File: src/rtl/bcd_digit_scanner.sv
`default_nettype none
// ============================================================================
//  Module      : bcd_digit_scanner
//  Description : Time-multiplexed registered BCD-to-decimal decoder. Holds a
//                packed word of DIGITS BCD digits and scans them one at a
//                time. For each digit it drives a one-hot decimal code and a
//                one-hot digit select, with invalid-code flags, optional
//                leading-zero blanking and a frame-complete strobe.
//  Revision    : 1.0 - initial release
// ============================================================================
module bcd_digit_scanner #(
  parameter int DIGITS   = 4,
  parameter int SCAN_DIV = 4,
  parameter bit BLANK_LZ = 1'b0
) (
  input  logic                  clk,
  input  logic                  rst,
  input  logic                  enable,
  input  logic                  load,
  input  logic [4*DIGITS-1:0]   bcd_in,
  output logic [9:0]            out,
  output logic [DIGITS-1:0]     digit_sel,
  output logic [DIGITS-1:0]     err,
  output logic                  frame_done
);

  // Counter widths; a width of 1 is kept for the degenerate single-value case
  localparam int IDX_W = (DIGITS > 1) ? $clog2(DIGITS) : 1;
  localparam int DIV_W = (SCAN_DIV > 1) ? $clog2(SCAN_DIV) : 1;

  localparam logic [IDX_W-1:0] IDX_LAST = IDX_W'(DIGITS - 1);
  localparam logic [DIV_W-1:0] DIV_LAST = DIV_W'(SCAN_DIV - 1);

  // Held data and scan position
  logic [4*DIGITS-1:0] data_q;
  logic [DIV_W-1:0]    div;
  logic [IDX_W-1:0]    idx;

  // Per-digit views of the held word
  logic [3:0]          digit [DIGITS];
  logic [DIGITS-1:0]   blank;
  logic [DIGITS-1:0]   err_next;

  // Selected-digit decode path
  logic [3:0]          cur_digit;
  logic                cur_blank;
  logic [9:0]          dec;
  logic [DIGITS-1:0]   sel_next;
  logic                div_wrap;
  logic                idx_wrap;

  generate
    for (genvar i = 0; i < DIGITS; i++) begin : g_digit
      assign digit[i]    = data_q[4*i +: 4];
      // Flags are computed from the incoming word so they land with the load
      assign err_next[i] = (bcd_in[4*i +: 4] > 4'd9);
    end
  endgenerate

  // Leading-zero blanking: digit i>0 blanks when it and every digit above it
  // are zero. Invalid codes are non-zero, so they stop the blanking run.
  always_comb begin
    logic nz;
    nz    = 1'b0;
    blank = '0;
    for (int i = DIGITS - 1; i >= 0; i--) begin
      nz       = nz | (|digit[i]);
      blank[i] = BLANK_LZ && (i != 0) && !nz;
    end
  end

  // Select the digit addressed by idx (explicit compare avoids out-of-range reads)
  always_comb begin
    cur_digit = 4'd0;
    cur_blank = 1'b0;
    for (int i = 0; i < DIGITS; i++) begin
      if (idx == IDX_W'(i)) begin
        cur_digit = digit[i];
        cur_blank = blank[i];
      end
    end
  end

  // One-hot decimal decode; codes 10..15 match no output bit and give zero
  always_comb begin
    dec = '0;
    for (int d = 0; d < 10; d++) begin
      dec[d] = (cur_digit == 4'(d)) && !cur_blank;
    end
  end

  assign sel_next = DIGITS'(1) << idx;
  assign div_wrap = (div == DIV_LAST);
  assign idx_wrap = div_wrap && (idx == IDX_LAST);

  // Data and error-flag capture; load works whether or not scanning is enabled
  always_ff @(posedge clk) begin
    if (rst) begin
      data_q <= '0;
      err    <= '0;
    end else if (load) begin
      data_q <= bcd_in;
      err    <= err_next;
    end
  end

  // Scan position: div paces each digit, idx steps through digits and wraps
  always_ff @(posedge clk) begin
    if (rst) begin
      div <= '0;
      idx <= '0;
    end else if (enable) begin
      if (div_wrap) begin
        div <= '0;
        idx <= idx_wrap ? '0 : idx + 1'b1;
      end else begin
        div <= div + 1'b1;
      end
    end
  end

  // Registered display outputs, reflecting idx/data_q from before the edge
  always_ff @(posedge clk) begin
    if (rst) begin
      out        <= '0;
      digit_sel  <= '0;
      frame_done <= 1'b0;
    end else if (enable) begin
      out        <= dec;
      digit_sel  <= sel_next;
      frame_done <= idx_wrap;
    end else begin
      out        <= '0;
      digit_sel  <= '0;
      frame_done <= 1'b0;
    end
  end

endmodule
`default_nettype wire

File: config.mk
export PLATFORM = sky130hd
export DESIGN_NAME = bcd_digit_scanner
export DESIGN_NICKNAME = d
export VERILOG_FILES = /design/src/rtl/bcd_digit_scanner.sv
export SDC_FILE = /design/constraint.sdc
export NUM_CORES = 1
export LEC_CHECK = 0
export ABC_AREA = 1
export CELL_PAD_IN_SITES_DETAIL_PLACEMENT = 1
export CELL_PAD_IN_SITES_GLOBAL_PLACEMENT = 2
export CORE_AREA = 2 2 63 110
export CTS_CLUSTER_DIAMETER = 40
export DETAILED_ROUTE_END_ITERATION = 16
export DIE_AREA = 0 0 65 112
export GPL_TIMING_DRIVEN = 0
export PLACE_DENSITY_LB_ADDON = 0.1
export SLEW_MARGIN = 10
export SYNTH_ARGS = -nofsm -noshare
export SYNTH_HDL_FRONTEND = slang
export SYNTH_SLANG_ARGS = --single-unit
File: constraint.sdc
create_clock -name clk -period 1.4 [get_ports clk]
set_input_delay 0.42 -clock clk [delete_from_list [all_inputs] [get_ports clk]]
set_output_delay 0.42 -clock clk [all_outputs]
set_load 0.02 [all_outputs]
=== Word level (Yosys, flattened, before mapping) ===
Cells that the tools add are included.

* Bits in registers: 39
* Logic and storage cells: 39
* Output and inout port bits: 19
* Input bits: 20

* Reductions and logical operators: 5
* Bitwise gates (word level): 1
* Add/sub/neg operators: 2
* Multiplexer cells: 6
* Magnitude comparators: 4
* Shifts and indexed selects: 1
* Equality and inequality tests: 13

{| class="wikitable"
|+ Operators with widths
! operator !! count
|-
| 4-bit by 3-bit equality test with 1-bit output (second input constant) || 4
|-
| 4-bit > comparator (second input constant) || 4
|-
| 4-bit 2-to-1 mux || 4
|-
| 4-bit by 2-bit equality test with 1-bit output (second input constant) || 2
|-
| 4-bit equality test (second input constant) || 2
|-
| 2-bit equality test (second input constant) || 3
|-
| 2-bit by 1-bit adder with 2-bit output (second input constant) || 2
|-
| 4-bit by 1-bit equality test with 1-bit output (second input constant) || 1
|-
| 4-bit zero test || 1
|-
| 2-bit 2-to-1 mux || 2
|-
| 1-bit by 2-bit << shifter with 4-bit output (first input constant) || 1
|-
| 2-bit by 1-bit equality test with 1-bit output (second input constant) || 1
|-
| 2-bit zero test || 1
|-
| 2-bit AND reduction || 1
|-
| 2-bit OR reduction || 1
|-
| 1-bit logical AND || 1
|-
| 1-bit NOT || 1
|}

=== Depth between registers and ports, before layout ===
* Depth in word-level cells: 6
* Mapped depth: 10
* Mapped depth without buffers: 10

=== Worst setup path after synthesis ===
OpenSTA, ideal clock, no wires.

* Path kind: register to register
* Start point: register idx[0]
* End point: register out[0]
* Stages on the path, launching flop included: 8
* Arrival: 1.306 ns
* Data required time: 1.336 ns
* Period minus slack after synthesis: 1.370 ns
* Setup slack: 0.030 ns
* Path buffers: 0
* Library setup time: 0.064 ns
* Cell sequence: dfxtp_1 > inv_1 > ha_1 > a21oi_1 > nand2_1 > o21ai_2 > nand3_2 > nor2_1

* Cells in the longest elaborated chain, start to end: 6
* Elaborated cells between the ends (all ways): 9
* Classes of those cells: eq/ne: 3; mux: 4; reduce/logical: 2

{| class="wikitable"
|+ Ends and longest elaborated chain
! what !! line !! source
|-
| from (decl) || 37 || <nowiki>logic [IDX_W-1:0] idx;</nowiki>
|-
| from (signal assigned) || 115 || <nowiki>idx <= idx_wrap ? '0 : idx + 1'b1;</nowiki>
|-
| 2-bit zero test || 77 || <nowiki>if (idx == IDX_W'(i)) begin</nowiki>
|-
| 4-bit 2-to-1 mux (3 in series) || 77 ||
|-
| 4-bit 2-to-1 mux (*) || 77 ||
|-
| 4-bit zero test (*) || 88 || <nowiki>dec[d] = (cur_digit == 4'(d)) && !cur_blank;</nowiki>
|-
| to (signal assigned) || 125 || <nowiki>out <= '0;</nowiki>
|-
| to (signal assigned) || 129 || <nowiki>out <= dec;</nowiki>
|-
| to (signal assigned) || 133 || <nowiki>out <= '0;</nowiki>
|-
| to (decl) || 21 || <nowiki>output logic [9:0] out,</nowiki>
|}

Every way passes the cells marked *; elsewhere a longest branch is shown, timed or not.
A chain may end at the register's enable or synchronous reset.

=== Worst setup path in the final report ===
* Start point: register err[0]
* End point: output err[0]

{| class="wikitable"
|+ RTL lines
! what !! line !! source
|-
| from (decl) || 23 || <nowiki>output logic [DIGITS-1:0] err,</nowiki>
|-
| from (signal assigned) || 103 || <nowiki>err <= err_next;</nowiki>
|}

No word-level cell between the ends.

==> results.py <==
metrics = {
    "timing": {
        "finalWorstSetupSlack_ns": 0.0486,
        "report.final.slew_viol_count": 0,
        "setup_violations": 0,
        "timing.final.crit_period_ns": 1.35,
        "setup-tns-final_ns": 0,
        "min_period_over_period_pct": 96.5,
        "max-slew-margin-rel_pct": 83.3,
        "setup_repair_after_global_routing_missed_its_margin": "yes",
        "timing_hold_violations_final": 0,
        "timing.fmax_mhz": 740,
        "timing_worst_slew_pin_value_ns": 0.251,
        "fin_worst_skew_ns": 0.00549,
    },
    "setup_path": {
        "critical-path-slowest-cell": "sky130_fd_sc_hd__dlygate4sd2_1",
        "crit_buf_inv": 1,
        "worstPathCellList": "dlygate4sd2_1",
        "timing_worst_setup_path_type": "flop to primary output",
        "crit_path_start_kind": "flop",
        "crit_required_ns": 0.98,
        "startpoint": "err[0]$_SDFFE_PP0P_",
        "reg2reg_from": "idx[1]$_SDFFE_PP0P_",
        "worst_r2r_path_depth": 9,
        "cp_num_cells": 1,
        "slowest_delay_ns": 0.33,
        "cp_max_fo": 2,
        "critical_path.endpoint_type": "primary output",
        "critPathArrivalTime_ns": 0.93,
        "critical_path.top_delay_family": "buffers and inverters",
    },
    "grt": {
        "grt_antenna_before_repair": 0,
        "grt_util_all_layers_pct": 12.3,
        "global_route.overflow_total": 0,
        "vias_in_the_first_global_route": 1518,
        "grt_start_max_net_pins": 12,
        "grt_first_pass_wirelength_um": 6940,
    },
    "synthesis": {
        "post_synth_inst_count": 186,
        "synth.avg_cell_area_um2": 8.13,
        "yosys.cell_types.count": 22,
        "synth_seq_area_share_pct": 51.7,
        "synth.ff_latch_count": 39,
        "synthesis.nets": 211,
        "synth-warning-count": 0,
        "syn_area_mm2": 0.00151,
    },
    "cts": {
        "ctsRootBufferMaster": "sky130_fd_sc_hd__clkbuf_16",
        "htree_levels": 2,
        "hold_buffers": 0,
        "clk_pin_slew_ns": 0.06,
        "cts_inserted_buffers": 5,
        "maximum_clock_insertion_buffer_count": 2,
        "numClockSinks": 39,
        "tritoncts": "done",
        "worst_skew_pair.late_latency_ns": 0.28,
    },
    "cells_and_area": {
        "n_fill_cell": 771,
        "drive_gt1_share_pct": 22.6,
        "syn2layout_area_growth_pct": 51.3,
        "num-nets-final": 258,
        "diodes": 0,
    },
    "place": {
        "numPortBuffers": 38,
        "post_detailed_placement_half_perimeter_wirelength_um": 3320,
        "gp_routability_congestion": 0.759,
        "dpl_worst_slack_ns": -0.497,
    },
    "worst_hold_path": {
        "hp-start": "data_q[4]$_SDFFE_PP0P_",
        "hold-path-cell-count": 2,
        "timing.hold.worst.class": "flop to flop",
    },
    "routing": {
        "drt-wirelength-per-cell_um": 13.3,
        "vias": 1404,
        "routed_via_density": 4.44,
        "detailedRoute.firstPassIterationCount": 2,
        "detailedRoute.firstIterationViolations": 49,
        "drc": 0,
        "ant_nets": 0,
        "detail_route.wirelength_um": 4190,
    },
    "pwr": {
        "ir_worst_vdd_v": 0.000685,
        "leakage_nw": 0.974,
        "p_per_area_mw_per_mm2": 1140,
    },
    "die": {
        "number_of_top_level_pins": 39,
        "die-area_mm2": 0.00728,
        "placeableCoreArea_mm2": 0.00639,
        "floorplan.initialDensity_pct": 23.6,
        "chipWidth_um": 65,
        "placementRows": 39,
        "chipHeight_um": 112,
    },
    "flow_run": {
        "cap_viol_max_count": 0,
    },
    "run_status": {
        "run_status": "completed",
    },
}
## routing by layer
| layer | share of wire (%) | vias to the layer above | wire length [um] | global-route usage [%] |
|---|---|---|---|---|
| li1 | - | 698 | - | - |
| met2 | 58 | 30 | 2450 | 24.5 |
| met1 | 36 | 668 | 1520 | 12.0 |
| met5 | 0 | - | 0 | 0 |
| met4 | 1.7 | 0 | 72 | 3.69 |
| met3 | 3.8 | 8 | 159 | 2.83 |
## power breakdown
part / leakage (nW) / internal, mW / switching [mW]
clock: 0.0679 / 0.658 / 0.420
combinational: 0.585 / 0.144 / 0.190
sequential: 0.321 / 1.16 / 0.0294
total: 0.974 / 1.96 / 0.639
## area by class of cell
| cell class | instances | area (um2) | area share [%] |
|---|---|---|---|
| plain buffers | 5 | 32.5 | 1.42 |
| clock inverters | 1 | 5.00 | 0.219 |
| multi-input cells | 126 | 776 | 33.9 |
| clock buffers | 7 | 133 | 5.80 |
| inverters | 16 | 77.6 | 3.39 |
| flip-flops and latches | 39 | 788 | 34.5 |
| repair buffers | 40 | 373 | 16.3 |
| well taps | 82 | 103 | 4.49 |
## worst paths after layout
| check | to | slack (ns) |
|---|---|---|
| worst min-delay path | data_q[4]$_SDFFE_PP0P_ | 0.46 |
| worst min register to register | data_q[4]$_SDFFE_PP0P_ | 0.46 |
| worst max register to register | out[0]$_SDFF_PP0_ | 0.07 |
| worst max-delay path | err[0] | 0.05 |
## registers in the layout, indices dropped and copies added (netlist names)
name        cells
div             2
err             4
data_q         16
out            10
frame_done      1
idx             2
digit_sel       4
## layout by cell type (no fill, tap or decap), drive strengths merged
| cell type | Yosys | routed |
|---|---|---|
| nand2 | 33 | 33 |
| clkbuf | 3 | 10 |
| o211ai | 1 | 1 |
| dlymetal6s2s | 0 | 1 |
| a21oi | 18 | 18 |
| buf | 2 | 4 |
| clkdlybuf4s15 | 0 | 1 |
| o21ai | 15 | 15 |
| dfxtp | 39 | 39 |
| dlygate4sd2 | 0 | 20 |
| nor2 | 36 | 36 |
| o21bai | 3 | 3 |
| ha | 5 | 5 |
| clkinv | 0 | 1 |
| a211oi | 4 | 4 |
| inv | 16 | 16 |
| nor3 | 5 | 5 |
| nand3 | 6 | 6 |
| clkdlybuf4s50 | 0 | 16 |
## logic make-up (layout without fill, tap and decap cells)
logic type                 after synthesis  after routing  share of synthesized area (%)
and+or+nand+nor                         80             80                           23.4
AOI/OAI and AO/OA                       41             41                           15.4
DFF                                     39             39                           51.7
buffers and inverters                   21             69                           5.38
adders and majority gates                5              5                           4.14
## through the flow
| step | hold WS, ns | std cells | utilization [%] | instance area (um2) | power (mW) |
|---|---|---|---|---|---|
| 2_1_floorplan | 0.433 | 186 | - | 1510 | 1.38 |
| 3_3_place_gp | 0.445 | 306 | 31.2 | 1990 | 1.51 |
| 3_5_place_dp | 0.455 | 306 | 31.2 | 1990 | 1.52 |
| 4_1_cts | 0.465 | 314 | 33.8 | 2160 | 2.60 |
| 5_1_grt | 0.482 | 316 | 35.8 | 2290 | 2.73 |
| 6_report | 0.462 | 316 | 35.8 | 2290 | 2.60 |
## cells in the mapped netlist (all sizes together)
master / instances / area, um2
nand2: 33 / 144
buf: 2 / 10.0
o21bai: 3 / 22.5
nor3: 5 / 25.0
a211oi: 4 / 30.0
inv: 16 / 60.1
clkbuf: 3 / 11.3
o211ai: 1 / 7.51
nor2: 36 / 145
nand3: 6 / 40.0
dfxtp: 39 / 781
o21ai: 15 / 78.8
ha: 5 / 62.6
a21oi: 18 / 93.8
## repair_timing
item / CTS / global route
resized for setup: 41 / 31
cloned: 0 / 0
setup buffers: 0 / 2
pin swaps: 0 / 15
setup endpoints to repair: 49 / 12
No activity file was read; power rests on OpenSTA's default activity.
